<file path="src/rtl/keypad_code_lock.sv">
// Keypad code lock: one-hot key encoder, press-edge detector, digit collector and code checker
// with failed-try lockout. Define KEYPAD_AUTO_UNLOCK_EN for a timed lockout; otherwise lockout holds until reset.
module keypad_code_lock #(
  parameter int N_KEYS      = 16,
  parameter int DIGITS      = 4,
  parameter int MAX_TRIES   = 5,
  parameter int LOCK_CYCLES = 50_000_000,
  parameter logic [N_KEYS*4-1:0] KEY_MAP = 64'h789F_456F_123F_0BAF
) (
  input  logic                clk,
  input  logic                rst_n,
  input  logic [N_KEYS-1:0]   onehot,
  input  logic [DIGITS*4-1:0] code,
  output logic                key_valid,
  output logic [3:0]          key_code,
  output logic [DIGITS*4-1:0] entry,
  output logic [3:0]          digit_cnt,
  output logic                match,
  output logic                fail,
  output logic [7:0]          tries,
  output logic                locked
);

  localparam int EW = DIGITS * 4;

  typedef enum logic [1:0] {
    ST_ENTRY  = 2'd0,
    ST_CHECK  = 2'd1,
    ST_LOCKED = 2'd2
  } state_t;

  state_t state;
  state_t state_nxt;

  logic [N_KEYS-1:0] onehot_q;
  logic [3:0]        key_nib;
  logic              single_hot;
  logic              press;
  logic              key_evt;
  logic              is_digit;
  logic              is_clear;
  logic              is_enter;
  logic [EW-1:0]     digit_ext;
  logic              code_ok;
  logic [8:0]        tries_inc;
  logic              lock_now;

  // Key decode. With exactly one bit set the OR-reduction yields that key's map nibble.
  always_comb begin
    key_nib = 4'h0;
    for (int i = 0; i < N_KEYS; i++) begin
      if (onehot[i]) key_nib = key_nib | KEY_MAP[i*4 +: 4];
    end
  end

  assign single_hot = (onehot != '0) && ((onehot & (onehot - N_KEYS'(1))) == '0);
  assign press      = single_hot && (onehot != onehot_q);
  assign key_evt    = press && (key_nib != 4'hF);
  assign is_digit   = key_evt && (key_nib <= 4'd9);
  assign is_enter   = key_evt && (key_nib == 4'hA);
  assign is_clear   = key_evt && (key_nib == 4'hB);

  always_comb begin
    digit_ext      = '0;
    digit_ext[3:0] = key_nib;
  end

  assign code_ok   = (entry == code) && (digit_cnt == 4'(DIGITS));
  assign tries_inc = {1'b0, tries} + 9'd1;
  assign lock_now  = (tries_inc >= 9'(MAX_TRIES));

  always_ff @(posedge clk or negedge rst_n) begin
    if (!rst_n) begin
      onehot_q <= '0;
    end else begin
      onehot_q <= onehot;
    end
  end

  // key_valid is a one-cycle strobe with no back-pressure; key_code holds the last accepted key.
  always_ff @(posedge clk or negedge rst_n) begin
    if (!rst_n) begin
      key_valid <= 1'b0;
      key_code  <= 4'h0;
    end else begin
      key_valid <= key_evt;
      if (key_evt) key_code <= key_nib;
    end
  end

`ifdef KEYPAD_AUTO_UNLOCK_EN
  localparam int LCW = (LOCK_CYCLES > 1) ? $clog2(LOCK_CYCLES) : 1;

  logic [LCW-1:0] lock_cnt;
  logic           lock_done;

  assign lock_done = (lock_cnt == '0);

  // Loaded with LOCK_CYCLES-1 on the entering edge so LOCKED lasts exactly LOCK_CYCLES cycles.
  always_ff @(posedge clk or negedge rst_n) begin
    if (!rst_n) begin
      lock_cnt <= '0;
    end else if ((state == ST_CHECK) && (state_nxt == ST_LOCKED)) begin
      lock_cnt <= LCW'(LOCK_CYCLES - 1);
    end else if ((state == ST_LOCKED) && !lock_done) begin
      lock_cnt <= lock_cnt - LCW'(1);
    end
  end
`else
  logic unused_lock_cycles;
  assign unused_lock_cycles = (LOCK_CYCLES != 0);
`endif

  // FSM state register
  always_ff @(posedge clk or negedge rst_n) begin
    if (!rst_n) begin
      state <= ST_ENTRY;
    end else begin
      state <= state_nxt;
    end
  end

  // FSM next state
  always_comb begin
    state_nxt = state;
    case (state)
      ST_ENTRY: begin
        if (is_enter) state_nxt = ST_CHECK;
      end
      ST_CHECK: begin
        if (!code_ok && lock_now) state_nxt = ST_LOCKED;
        else                      state_nxt = ST_ENTRY;
      end
      ST_LOCKED: begin
`ifdef KEYPAD_AUTO_UNLOCK_EN
        if (lock_done) state_nxt = ST_ENTRY;
`endif
      end
      default: state_nxt = ST_ENTRY;
    endcase
  end

  // FSM outputs
  always_comb begin
    match  = 1'b0;
    fail   = 1'b0;
    locked = 1'b0;
    case (state)
      ST_CHECK: begin
        match = code_ok;
        fail  = !code_ok;
      end
      ST_LOCKED: locked = 1'b1;
      default: ;
    endcase
  end

  // Entry buffer and try counter. Key events outside ENTRY only affect key_valid/key_code.
  always_ff @(posedge clk or negedge rst_n) begin
    if (!rst_n) begin
      entry     <= '0;
      digit_cnt <= 4'd0;
      tries     <= 8'd0;
    end else begin
      case (state)
        ST_ENTRY: begin
          if (is_clear) begin
            entry     <= '0;
            digit_cnt <= 4'd0;
          end else if (is_digit && (digit_cnt < 4'(DIGITS))) begin
            entry     <= (entry << 4) | digit_ext;
            digit_cnt <= digit_cnt + 4'd1;
          end
        end
        ST_CHECK: begin
          entry     <= '0;
          digit_cnt <= 4'd0;
          if (code_ok)              tries <= 8'd0;
          else if (tries != 8'hFF)  tries <= tries + 8'd1;
        end
        ST_LOCKED: begin
`ifdef KEYPAD_AUTO_UNLOCK_EN
          if (lock_done) tries <= 8'd0;
`endif
        end
        default: ;
      endcase
    end
  end

`ifndef SYNTHESIS
  always_ff @(posedge clk) begin
    if (rst_n) begin
      assert (!(match && fail));
      assert (digit_cnt <= 4'(DIGITS));
    end
  end
`endif

endmodule

</file>
<file path="config.mk">
export PLATFORM = sky130hd
export DESIGN_NAME = keypad_code_lock
export DESIGN_NICKNAME = d
export VERILOG_FILES = /design/src/rtl/keypad_code_lock.sv
export SDC_FILE = /design/constraint.sdc
export NUM_CORES = 1
export LEC_CHECK = 0
export CAP_MARGIN = 10
export CORE_MARGIN = 2
export CORE_UTILIZATION = 53
export CTS_CLUSTER_SIZE = 40
export DETAILED_ROUTE_END_ITERATION = 10
export GPL_TIMING_DRIVEN = 0
export PLACE_DENSITY_LB_ADDON = 0.2
export SLEW_MARGIN = 5
export SYNTH_ARGS = -nofsm -noshare
export SYNTH_HDL_FRONTEND = slang
export SYNTH_SLANG_ARGS = --single-unit
export TNS_END_PERCENT = 5
</file>
<file path="constraint.sdc">
create_clock -name clk -period 6.65 [get_ports clk]
set_input_delay 1.33 -clock clk [delete_from_list [all_inputs] [get_ports clk]]
set_output_delay 1.33 -clock clk [all_outputs]
set_load 0.005 [all_outputs]
</file>
==> impl_metrics.ini <==
[synthesis]
ys.flop_type = sky130_fd_sc_hd__dfrtp_1
yosysTopAreaCellShare_pct = 46.0
average_cell_area_after_synthesis_sq_um = 10.3
synthCells = 270
netlist_top_cells_area = sky130_fd_sc_hd__dfrtp_1, sky130_fd_sc_hd__xnor2_1, sky130_fd_sc_hd__a22o_1
synth_sequential_area_ratio_pct = 46.0
yosys_register_bits = 51
syn-cell-area_sq_um = 2770
synth-async-reset-ratio_pct = 100
synth.yosys.warnings = 0
synth_top_cell_by_area = sky130_fd_sc_hd__dfrtp_1
number_of_distinct_library_cells_after_synthesis = 51
synth_edf_count = 0
synth_fp_nets = 308

[clock_tree]
ctsLongestPathBuffers = 2
numCtsBuffers = 5
cts_resized = 0
cts_setup_buffers = 0
clock_sink_count = 51
htree_num_levels = 2
worstSkewPairLatency_ps = 310
library_cell_used_as_clock_root_buffer = sky130_fd_sc_hd__clkbuf_8
cts.hold.buffers_added = 0
clk_pin_slew_ps = 90
cts_tree = built

[outcome]
run_status = completed

[timing]
postLayoutSetupSlackWorst_ps = 1330
setup_total_negative_slack_ps = 0
setup_skew_after_layout_ps = 12.5
period_minus_slack_ps = 5320
fmaxAchievable_mhz = 188
slew_headroom_pct = 45.4
layout_worst_path_cycle_share_pct = 80.0
grt_setup_unrepaired = no
worst_pin_slew_ps = 811
final-hold-violation-count = 0
maxSlewViolCount = 0
setup_viol = 0

[placed_design]
dpl.hpwl_um = 4880
place_ws_ps = 1360
globalplace.congestion = 0.889
port_buffers = 69
dp_cells = 410

[global_route]
grt_first_pass_wirelength_um = 10900
number_of_global_route_vias_before_repair = 2316
grt_start_max_net_pins = 27
grt_util_all_layers_pct = 23.3
antenna_violations_before_repair = 0
overflow = 0

[route]
via_per_inst = 5.60
post-route-drc-count = 0
antenna_left = 0
wl_per_cell_um = 15.3
dr.pass1.iters = 4
detailedRoute.firstIterationViolations = 123
drt-total-wl_um = 6410
vias = 2339

[floorplanning]
floorplan.initialDensity_pct = 54.6
floorplan.die.height_um = 76.3
die_area_sq_um = 5820
die-width_um = 76.3
num_rows = 26
top_ports = 70
fp.coreArea_sq_um = 5070

[critical_path]
worst_ep_required_time_ps = 5320
path_class = in2out
cp_data_arrival_time_ps = 3990
critical_path.endpoint_type = output port
worstPathMaxFanout = 7
crit_path_start_kind = input port

[pwr]
total_leakage_power_uw = 0.00150
peakVddDrop_v = 0.000129
p_per_area_nw_per_um2 = 158

[job]
maxCapViolCount = 0

[final_layout]
final_cells = 418
layout_common_cells = sky130_fd_sc_hd__clkdlybuf4s50_1, sky130_fd_sc_hd__dfrtp_1, sky130_fd_sc_hd__xnor2_1
most_common_library_cell_in_the_layout_ignoring_fill_and_taps = sky130_fd_sc_hd__clkdlybuf4s50_1
n_antenna_cell = 0
area_growth_syn_to_layout_pct = 32.4
final_net_count = 385
fillers = 425
post_route_cells_drive_above_1_share_pct = 9.20

[min_path]
min-delay-path-class = reg2reg
area by class of cell:
cell class | count | area [sq um] | share of cell area, %
sequential | 51 | 1280 | 34.8
inverter | 12 | 45.0 | 1.23
clock inverter | 1 | 7.51 | 0.205
tap | 70 | 87.6 | 2.39
buffer | 9 | 88.8 | 2.42
timing repair buffer | 70 | 706 | 19.2
multi-input combinational | 198 | 1360 | 37.1
clock buffer | 7 | 96.3 | 2.63
Yosys cell counts, types with 2 or more instances:
library cell                instances
sky130_fd_sc_hd__dfrtp_1           51
sky130_fd_sc_hd__xnor2_1           24
sky130_fd_sc_hd__nand2_1           17
sky130_fd_sc_hd__nor2_1            17
sky130_fd_sc_hd__a22o_1            14
sky130_fd_sc_hd__inv_1             12
sky130_fd_sc_hd__o21ai_0           12
sky130_fd_sc_hd__a21oi_1            9
sky130_fd_sc_hd__xor2_1             9
sky130_fd_sc_hd__o21ai_1            8
sky130_fd_sc_hd__and3_1             7
sky130_fd_sc_hd__nand3_1            7
sky130_fd_sc_hd__nor4_1             7
sky130_fd_sc_hd__or3_1              6
sky130_fd_sc_hd__nand4_1            5
sky130_fd_sc_hd__nor3_1             5
sky130_fd_sc_hd__ha_1               4
sky130_fd_sc_hd__nor2b_1            4
sky130_fd_sc_hd__or2_2              4
sky130_fd_sc_hd__or4_1              4
sky130_fd_sc_hd__clkbuf_1           3
sky130_fd_sc_hd__mux2i_1            3
sky130_fd_sc_hd__o31ai_1            3
sky130_fd_sc_hd__or4_4              3
sky130_fd_sc_hd__and2_1             2
sky130_fd_sc_hd__buf_4              2
sky130_fd_sc_hd__buf_6              2
sky130_fd_sc_hd__o2111ai_1          2
sky130_fd_sc_hd__o22ai_1            2
sequential cells by signal, indices dropped and copies added, names as in the netlist:
signal,cells
onehot_q,16
tries,8
key_valid,1
key_code,4
entry,16
state,2
digit_cnt,4
path summary, 6_finish.rpt:
| check | startpoint | endpoint | slack (ps) | depth (start not counted) |
|---|---|---|---|---|
| worst max-delay path | code[8] | fail | 1330 | 7 |
| worst min-delay path | key_code[2] | key_code[2] | 490 | 2 |
| worst max register to register | entry[8] | tries[0] | 3870 | 7 |
| worst min register to register | key_code[2] | key_code[2] | 490 | 2 |
| max in group asynchronous | rst_n | tries[0] | 5080 | 2 |
| min in group asynchronous | rst_n | entry[7] | 1020 | 1 |
metal layers:
metal	routed length, um	vias up	global-route usage (%)	share of wire, %
met4	61	0	6.91	0.95
met1	2850	1133	29.9	44
met3	317	6	5.45	4.9
li1	-	1138	-	-
met5	0	-	0	0
met2	3180	62	39.4	50
worst max-delay path, stage by stage:
cell and delay [ps]:
sky130_fd_sc_hd__clkdlybuf4s50_1 470, sky130_fd_sc_hd__xnor2_1 110, sky130_fd_sc_hd__nand4_1 130, sky130_fd_sc_hd__or4_1 570, sky130_fd_sc_hd__o31ai_1 720, sky130_fd_sc_hd__inv_1 160, sky130_fd_sc_hd__clkdlybuf4s50_1 490
kinds of logic (layout without fill, tap and decap cells):
family	count (synthesis)	count (layout)	synth area share, %
adder cells (fa/ha/maj)	5	5	2.17
AND/OR/NAND/NOR	95	95	19.8
multiplexers	4	4	1.49
XOR/XNOR	33	33	10.4
AO/OA/AOI/OAI	61	61	15.2
flip-flops	51	51	46.0
buffers and inverters	21	99	4.83
stage by stage:
stage,total power (uW),hold WS [ps],util [%],instance area [sq um]
2_1_floorplan,349,473,-,2770
3_3_place_gp,384,464,69.9,3550
3_5_place_dp,387,475,70.2,3560
4_1_cts,583,495,72.3,3670
5_1_grt,602,522,72.3,3670
6_report,579,489,72.3,3670
report_power, final:
part           total (uW)  internal (uW)  switching [uW]
clock network         198           94.8             104
registers             317            315            2.15
logic                63.4           34.8            28.6
(Power assumes the default switching activity.)
